<file path="src/rtl/sb_param_cfg_pkg.sv">
// Shared types and sizing helpers for the parametrised switch block and its
// configuration chain.
package sb_param_pkg;

    // Load progress of the shadow chain, derived from the shift counter
    typedef enum logic [1:0] {
        EMPTY   = 2'd0,
        LOADING = 2'd1,
        FULL    = 2'd2,
        OVER    = 2'd3
    } cfg_state_e;

    // Chain length: every select field plus one even-parity bit
    function automatic int unsigned chain_len(input int unsigned num_out,
                                              input int unsigned sel_w);
        return num_out * sel_w + 1;
    endfunction

    // Counter must reach LEN+1 (the saturating OVER marker)
    function automatic int unsigned cnt_width(input int unsigned len);
        return $clog2(len + 2);
    endfunction

endpackage

</file>
<file path="src/rtl/sb_param_cfg_if.sv">
// Configuration-chain and routing signals of the switch block.
// master = configuration/routing driver, slave = the switch block.
interface sb_param_cfg_if #(
    parameter int unsigned NUM_IN  = 6,
    parameter int unsigned NUM_OUT = 9
);
    logic               ccff_head;
    logic               ccff_en;
    logic               cfg_commit;
    logic               cfg_readback;
    logic               ccff_tail;
    logic               cfg_valid;
    logic               cfg_err;
    logic [NUM_IN-1:0]  in;
    logic [NUM_OUT-1:0] out;

    modport master (
        output ccff_head, ccff_en, cfg_commit, cfg_readback, in,
        input  ccff_tail, cfg_valid, cfg_err, out
    );

    modport slave (
        input  ccff_head, ccff_en, cfg_commit, cfg_readback, in,
        output ccff_tail, cfg_valid, cfg_err, out
    );
endinterface

</file>
<file path="src/rtl/sb_cfg_chain.sv">
// Double-buffered configuration chain: serial shadow register, load counter
// and state, parity-checked atomic commit into the active register, and
// readback of the active configuration into the shadow register.
module sb_cfg_chain
    import sb_param_pkg::*;
#(
    parameter int unsigned NUM_OUT = 9,
    parameter int unsigned SEL_W   = 3
) (
    input  logic                     prog_clk,
    input  logic                     prog_reset_n,
    input  logic                     i_head,
    input  logic                     i_en,
    input  logic                     i_commit,
    input  logic                     i_readback,
    output logic                     o_tail,
    output logic                     o_valid,
    output logic                     o_err,
    output logic [NUM_OUT*SEL_W-1:0] o_active
);

    localparam int unsigned LEN = chain_len(NUM_OUT, SEL_W);
    localparam int unsigned CW  = cnt_width(LEN);
    localparam int unsigned AW  = NUM_OUT * SEL_W;

    localparam logic [CW-1:0] CNT_FULL = CW'(LEN);
    localparam logic [CW-1:0] CNT_OVER = CW'(LEN + 1);

    logic [LEN-1:0] r_shadow;
    logic [AW-1:0]  r_active;
    logic [CW-1:0]  r_cnt;
    cfg_state_e     r_state;
    logic           r_valid;
    logic           r_err;

    logic           w_par_ok;
    logic [CW-1:0]  w_cnt_inc;
    cfg_state_e     w_state_inc;

    assign w_par_ok = ~(^r_shadow);

    // Next counter value and state for an enabled shift (saturates at LEN+1)
    always_comb begin
        w_cnt_inc   = r_cnt;
        w_state_inc = r_state;
        if (r_cnt != CNT_OVER) begin
            w_cnt_inc = r_cnt + 1'b1;
        end
        if (w_cnt_inc < CNT_FULL) begin
            w_state_inc = LOADING;
        end else if (w_cnt_inc == CNT_FULL) begin
            w_state_inc = FULL;
        end else begin
            w_state_inc = OVER;
        end
    end

    // Chain FSM: commit beats readback beats shift; commit/readback never shift
    always_ff @(posedge prog_clk or negedge prog_reset_n) begin
        if (!prog_reset_n) begin
            r_shadow <= '0;
            r_active <= '0;
            r_cnt    <= '0;
            r_state  <= EMPTY;
            r_valid  <= 1'b0;
            r_err    <= 1'b0;
        end else if (i_commit) begin
            if ((r_state == FULL) && w_par_ok) begin
                r_active <= r_shadow[AW-1:0];
                r_valid  <= 1'b1;
                r_err    <= 1'b0;
            end else begin
                r_err    <= 1'b1;
            end
            r_cnt   <= '0;
            r_state <= EMPTY;
        end else if (i_readback) begin
            // Parity bit regenerated so the reloaded stream passes its own check
            r_shadow <= {^r_active, r_active};
            r_cnt    <= CNT_FULL;
            r_state  <= FULL;
            r_err    <= 1'b0;
        end else if (i_en) begin
            r_shadow <= {r_shadow[LEN-2:0], i_head};
            r_cnt    <= w_cnt_inc;
            r_state  <= w_state_inc;
        end
    end

    assign o_tail   = r_shadow[LEN-1];
    assign o_valid  = r_valid;
    assign o_err    = r_err;
    assign o_active = r_active;

endmodule

</file>
<file path="src/rtl/sb_param_cfg.sv">
// Parametrised switch block: NUM_OUT outputs, each selecting one of NUM_IN
// inputs from the committed configuration held in sb_cfg_chain.
module sb_param_cfg
    import sb_param_pkg::*;
#(
    parameter int unsigned NUM_IN  = 6,
    parameter int unsigned NUM_OUT = 9,
    parameter int unsigned SEL_W   = $clog2(NUM_IN)
) (
    input  logic          prog_clk,
    input  logic          prog_reset_n,
    sb_param_cfg_if.slave bus
);

    localparam int unsigned      AW       = NUM_OUT * SEL_W;
    localparam logic [SEL_W:0]   NUM_IN_V = (SEL_W + 1)'(NUM_IN);

    logic [AW-1:0]      w_active;
    logic               w_tail;
    logic               w_valid;
    logic               w_err;
    logic [NUM_OUT-1:0] w_out;

    sb_cfg_chain #(
        .NUM_OUT (NUM_OUT),
        .SEL_W   (SEL_W)
    ) u_chain (
        .prog_clk     (prog_clk),
        .prog_reset_n (prog_reset_n),
        .i_head       (bus.ccff_head),
        .i_en         (bus.ccff_en),
        .i_commit     (bus.cfg_commit),
        .i_readback   (bus.cfg_readback),
        .o_tail       (w_tail),
        .o_valid      (w_valid),
        .o_err        (w_err),
        .o_active     (w_active)
    );

    // Output j uses the field shifted in (j+1)-th after parity: sel0 sits at the top
    for (genvar j = 0; j < NUM_OUT; j++) begin : g_mux
        logic [SEL_W-1:0] w_sel;
        logic             w_in_range;

        assign w_sel      = w_active[(NUM_OUT - j) * SEL_W - 1 -: SEL_W];
        assign w_in_range = ({1'b0, w_sel} < NUM_IN_V);
        assign w_out[j]   = (w_valid && w_in_range) ? bus.in[w_sel] : 1'b0;
    end

    assign bus.ccff_tail = w_tail;
    assign bus.cfg_valid = w_valid;
    assign bus.cfg_err   = w_err;
    assign bus.out       = w_out;

endmodule

</file>
<file path="src/flat_wrapper.sv">
// flat-port wrapper written by rule: the top's interface ports become plain ports
module sb_param_cfg_flat import sb_param_pkg::*;
#(
    parameter int unsigned NUM_IN  = 6,
    parameter int unsigned NUM_OUT = 9,
    parameter int unsigned SEL_W   = $clog2(NUM_IN)
)
  (prog_clk, prog_reset_n, bus_ccff_head, bus_ccff_en, bus_cfg_commit, bus_cfg_readback, bus_in, bus_ccff_tail, bus_cfg_valid, bus_cfg_err, bus_out);
  sb_param_cfg_if #(.NUM_IN(NUM_IN), .NUM_OUT(NUM_OUT)) bus_i ();
  input  logic prog_clk;
  input  logic prog_reset_n;
  input wire logic [$bits(bus_i.ccff_head)-1:0] bus_ccff_head;
  input wire logic [$bits(bus_i.ccff_en)-1:0] bus_ccff_en;
  input wire logic [$bits(bus_i.cfg_commit)-1:0] bus_cfg_commit;
  input wire logic [$bits(bus_i.cfg_readback)-1:0] bus_cfg_readback;
  input wire logic [$bits(bus_i.in)-1:0] bus_in;
  output wire logic [$bits(bus_i.ccff_tail)-1:0] bus_ccff_tail;
  output wire logic [$bits(bus_i.cfg_valid)-1:0] bus_cfg_valid;
  output wire logic [$bits(bus_i.cfg_err)-1:0] bus_cfg_err;
  output wire logic [$bits(bus_i.out)-1:0] bus_out;
  assign bus_i.ccff_head = bus_ccff_head;
  assign bus_i.ccff_en = bus_ccff_en;
  assign bus_i.cfg_commit = bus_cfg_commit;
  assign bus_i.cfg_readback = bus_cfg_readback;
  assign bus_i.in = bus_in;
  assign bus_ccff_tail = bus_i.ccff_tail;
  assign bus_cfg_valid = bus_i.cfg_valid;
  assign bus_cfg_err = bus_i.cfg_err;
  assign bus_out = bus_i.out;
  sb_param_cfg #(.NUM_IN(NUM_IN), .NUM_OUT(NUM_OUT), .SEL_W(SEL_W)) u_core (.prog_clk(prog_clk), .prog_reset_n(prog_reset_n), .bus(bus_i));
endmodule
</file>
<file path="config.mk">
export PLATFORM = sky130hd
export DESIGN_NAME = sb_param_cfg_flat
export DESIGN_NICKNAME = d
export VERILOG_FILES = /design/src/rtl/sb_param_cfg_pkg.sv /design/src/rtl/sb_param_cfg_if.sv /design/src/rtl/sb_cfg_chain.sv /design/src/rtl/sb_param_cfg.sv /design/src/flat_wrapper.sv
export SDC_FILE = /design/constraint.sdc
export NUM_CORES = 1
export LEC_CHECK = 0
export BUFFER_PORTS_ARGS = -buffer_cell sky130_fd_sc_hd__buf_4
export CAP_MARGIN = 0
export CORE_MARGIN = 5
export CORE_UTILIZATION = 60
export CTS_CLUSTER_DIAMETER = 120
export DETAILED_ROUTE_END_ITERATION = 7
export PLACE_DENSITY = 0.9
export SLEW_MARGIN = 20
export SYNTH_ARGS = -nofsm -noshare
export SYNTH_HDL_FRONTEND = slang
export SYNTH_SLANG_ARGS = --single-unit
</file>
<file path="constraint.sdc">
create_clock -name prog_clk -period 4.6 [get_ports prog_clk]
set_input_delay 0 -clock prog_clk [delete_from_list [all_inputs] [get_ports prog_clk]]
set_output_delay 0 -clock prog_clk [all_outputs]
set_load 0.005 [all_outputs]
</file>
-- Word-level counts from Yosys, hierarchy flattened
Cells that the tools add are included.
W data, S select, Z words.
- equal/unequal tests: 3
- reductions and logical operators: 17
- bitwise operators: 2
- order comparisons: 19
- add/subtract/negate cells: 1
- multiplexer cells: 41
- operator list (cell ; count):
    $mux W28 ; 2
    $lt A3 B4 Y1 const B ; 9
    $reduce_xor A28 Y1 ; 1
    $bmux W1 S3 ; 9
    $lt A3 B3 Y1 const B ; 9
    $reduce_xor A27 Y1 ; 1
    $mux W1 ; 22
    $mux W5 ; 4
    $logic_and A1 B1 Y1 ; 10
    $mux W2 ; 4
    $add A5 B1 Y5 const B ; 1
    $eq A5 B5 Y1 const B ; 1
    $lt A5 B5 Y1 const B ; 1
    $ne A5 B5 Y1 const B ; 1
    $reduce_and A2 Y1 ; 2
    $reduce_bool A2 Y1 ; 2
    $reduce_bool A3 Y1 ; 1
    $eq A2 B2 Y1 const B ; 1
    $not A1 Y1 ; 2
- register bits after elaboration: 64
- output and inout bits: 12

-- Depth between registers and ports, before layout
- word-level depth: 8
- depth in mapped cells: 8

-- Hierarchy
A second synthesis with hierarchy kept.
- cells, all modules: 331
- area, all modules: 3772.4 um2
- modules (own cells, without submodules) (module ; area each (um2) ; cells an instance ; instances):
    sb_cfg_chain ; 3256.9 ; 285 ; 1
    sb_param_cfg ; 515.5 ; 46 ; 1

-- Worst setup path before layout
Ideal clock, no wire load.
- path kind: register -> register
- start point: reg u_core.u_chain.r_shadow[2]
- end point: reg u_core.u_chain.r_active[18], in the netlist u_core.u_chain.o_active[18]
- setup slack: 2.379 ns
- data required time: 4.473 ns
- buffers on the path: 2
- clock period less this slack: 2.221 ns
- arrival: 2.093 ns
- cell stages (with the launch flop): 9
- path through: dfrtp_1 > xnor2_1 > xnor2_1 > xnor3_1 > xnor3_1 > nor3_2 > buf_4 > buf_6 > mux2_1
- word-level cells in the longest chain between the ends: 4
- ends and longest elaborated chain (what ; line ; text):
    start: declaration ; sb_cfg_chain.sv:29 ; logic [LEN-1:0] r_shadow;
    start signal: assignment ; sb_cfg_chain.sv:79 ; r_shadow <= {^r_active, r_active};
    start signal: assignment ; sb_cfg_chain.sv:84 ; r_shadow <= {r_shadow[LEN-2:0], i_head};
    $reduce_xor A28 Y1 ; sb_cfg_chain.sv:40 ; assign w_par_ok = ~(^r_shadow);
    $not A1 Y1 ; sb_cfg_chain.sv:40 ;
    $logic_and A1 B1 Y1 ; sb_cfg_chain.sv:68 ; if ((r_state == FULL) && w_par_ok) begin
    $reduce_and A2 Y1 (no line) ; n/a ;
    end signal: assignment ; sb_cfg_chain.sv:69 ; r_active <= r_shadow[AW-1:0];
    end: declaration ; sb_cfg_chain.sv:30 ; logic [AW-1:0] r_active;
Every way passes these cells.
A chain may end at the register's enable or synchronous reset.

-- Worst setup path after layout
- start point: reg u_core.u_chain.r_shadow[0]
- end point: reg u_core.u_chain.r_active[8], in the netlist u_core.u_chain.o_active[8]
Same word-level chain as after synthesis.

==> impl_results.md <==
- Sw frac: 30.0%
- Post-synthesis sequential area ratio: between 40 and 50%
- Clock skew: 0.00838 ns
- Worst-margin pin slew: ~0.78 ns
- Sequential cell area: around 1600 sq um
- Post-synth top area cell: dfrtp_1
- Synthesized Nets: roughly 350
- Kind of critical path: reg2reg
- Post-CTS setup buffers: 0
- Skew-Pair Late Insertion Delay: between 0.3 and 0.4 ns
- Post-route setup slack: about 1.7 ns
- Die X: around 89 um
- Num CTS Buffers: 9
- Crit path max-delay family: XOR/XNOR gates
- Power Density: 438 nW/um^2
- CP endpoint kind: register
- Reg clk slew, reported paths: about 0.070 ns
- Std-Cell Rows: 28
- Critical path origin: u_core.u_chain.r_shadow[0]
- Critical Path AT: about 3.2 ns
- Netlist cell types: 34
- Yosys warnings: 0
- Setup Total Neg Slack: 0 ns
- Final non-filler cell area: 4240 sq um
- # hold bufs at CTS: 3
- Clock tree root driver cell: clkbuf_8
- Worst-path fanout max: 18
- Total wire length: between 7 and 8 mm
- Total gr overflow: 0
- Largest net degree at the start of global routing: 65
- First-pass GRT wire length: 13.2 mm
- RSZ-0062 raised after global routing: false
- Ranking of synthesized cells by area: dfrtp_1 (43%), mux2i_1 (12%), xnor2_1 (8.9%)
- # setup viols final: 0
- FF-to-FF path depth: 7
- Worst min path class: in2reg
- Slew Viols, Final: 0
- Max_cap viols: 0
- Vias per Instance: roughly 6
- Dpl cell area: around 4000 sq um
- All-layer global routing usage: about 22%
- Nets: 372
- Hold path startpoint: bus_ccff_en
- Gpl congestion: 0.856
- Reg2Reg Setup Slack: between 1.5 and 2 ns
- Syn avg cell area: 11.4 sq um
- Starting Density: a little over three fifths
- Hold Fails Final Rpt: 0
- Status: complete, no violations
- Synthesized cell area: between 3000 and 4000 sq um
- Die Ht: just under 90 um
- Vias in the first global route: about 2600
- Top_reg_cell synth: dfrtp_1
- P_int: 1.30 mW
- Reg2reg start: u_core.u_chain.r_shadow[0]
- Layout cells sized above 1: about a fifth
- Lkg Pwr: 1.90 nW
- Avg WL per Cell: roughly 18 um
- Post-CTS sizing: 0
- Clk pwr share: approximately 29%
- Clock sink total: between 60 and 70
- Crit-path max cell delay: 0.50 ns
- Post-route core utilization: between 70% and 80%
- Async SR Flop Fraction: 100%
- CP Depth: 7
- Area of the multi-input gates: 2070 sq um
- Initial DRC Count: 82
- Critical path's slowest cell: nor3_4
- Antenna Cells: 0
- Net Sw Power: 0.557 mW
- Crit-path cells: xnor2_1 -> xnor2_1 -> xnor3_1 -> xnor3_1 -> nor3_4 -> buf_4 -> mux2_2
- Final Critical Period: a little under 3 ns
- Logic pwr share: between 30 and 40%
- DP HPWL: around 5.2 mm
- CTS tree: built
- Crit share post-route: between 60% and 70%
- Worst relative slew slack: between 40% and 50%
- Area Overhead vs Synth: 13.3%
- Worst Setup EP: u_core.u_chain.o_active[8]
- Cells after Synth: ~330
- DRT antenna net count: 0
- Detailed-route via count: roughly 2600
- Die Area: between 7000 and 8000 sq um
- DRC Markers: 0
- CTS max path bufs: 2
- IO Pins: 24
- EDFF count, synth: 0
- Core box area: 5990 sq um
- Fmax: 341 MHz
- H-tree depth: 3
- R2r endpoint: u_core.u_chain.o_active[8]
- Share of the synthesized area in the top cell type: 42.8%
- Startpoint Class: register
- Flop and latch count out of synthesis: 64
- Pwr Total: ~1.9 mW
- Peak supply drop: approximately 0.29 mV
- Worst Path Buf+Inv: 1
- Seq pwr share: 38.1%
- Initial antenna violation count: 0
- Buffers added on ports: 23
- Layout fillers: 409
- DR pass1 iterations: 4
- Worst slack at placement: 1.70 ns
- Critical path required time: about 4.8 ns
cells by family after synthesis:
group                    count (synthesis)  share of synthesized area, %
XOR/XNOR                                47                          12.3
multiplexers                            82                          25.9
adder cells (fa/ha/maj)                  7                          2.34
flip-flops                              64                          42.8
AO/OA/AOI/OAI                           45                          6.56
buffers and inverters                   18                          2.14
AND/OR/NAND/NOR                         65                          7.93
cells in the mapped netlist, types with 5 or more instances:
| cell type | count |
|---|---|
| nor2_1 | 12 |
| a21oi_1 | 7 |
| dfrtp_1 | 64 |
| mux2_1 | 8 |
| xnor2_1 | 38 |
| mux2_2 | 19 |
| nand2_1 | 33 |
| mux4_2 | 9 |
| nor2b_1 | 6 |
| xor2_1 | 5 |
| clkbuf_1 | 10 |
| o21ai_0 | 31 |
| mux2i_1 | 46 |
| ha_1 | 7 |
power by group through the flow:
stage                     Combinational [mW]  Clock (mW)  Sequential, mW
after global routing                   0.664       0.568           0.716
after global placement                 0.598           0           0.709
after detailed placement               0.613           0           0.715
after CTS                              0.621       0.542           0.704
after floorplan                        0.442           0           0.689
final                                  0.617       0.532           0.706
layout make-up:
cell class	count	share of cell area (%)
sequential	64	37.8
inverter	4	0.354
clock inverter	3	1.54
timing repair buffer	28	5.61
clock buffer	13	3.51
multi-input combinational	246	49.0
tap	75	2.22
worst reg2reg max path: stages (launching register included):
cell,delay [ns]
dfrtp_1,0.43
xnor2_1,0.24
xnor2_1,0.17
xnor3_1,0.48
xnor3_1,0.24
nor3_4,0.50
buf_4,0.36
mux2_2,0.38
stage by stage:
step / hold slack, ns / std cells
4_1_cts: 0.00343 / 432
6_report: 0.0180 / 433
3_3_place_gp: 0.127 / 413
3_5_place_dp: 0.137 / 413
2_1_floorplan: -0.296 / 328
5_1_grt: 0.0139 / 433
layout by cell type, fill, tap and decap left out, types with 8 or more instances in the layout:
master and instances:
dfrtp_1 64, mux2i_1 46, xnor2_1 38, nand2_1 33, o21ai_0 31, buf_4 24, mux2_2 19, nor2_1 12
clkbuf_8 10, mux4_2 9, mux2_1 8
sequential cells by signal, indices dropped and copies added, names as in the netlist:
| register | count |
|---|---|
| u_core.u_chain.r_cnt | 5 |
| u_core.u_chain.o_err | 1 |
| u_core.u_chain.o_active | 27 |
| u_core.u_chain.r_shadow | 28 |
| u_core.u_chain.o_valid | 1 |
| u_core.u_chain.r_state | 2 |
worst min-delay path by stage:
stage	endpoint	depth (start not counted)	slack (ns)
final	u_core.u_chain.r_state[0]	2	0.02
after global placement	u_core.u_chain.r_cnt[4]	1	0.13
after floorplan	u_core.u_chain.o_active[0]	0	-0.30
after detailed placement	u_core.u_chain.r_cnt[2]	1	0.14
after global routing	u_core.u_chain.r_state[0]	2	0.01
after CTS	u_core.u_chain.r_state[0]	2	0.003
per-layer routing:
layer	share of wire, %	global-route usage, %	up-vias
li1	-	-	1203
met1	44	29.3	1270
met2	48	35.7	61
met3	5.6	5.25	18
met4	2.5	8.53	0
met5	0	0	-
No activity file was read; power rests on OpenSTA's default activity.
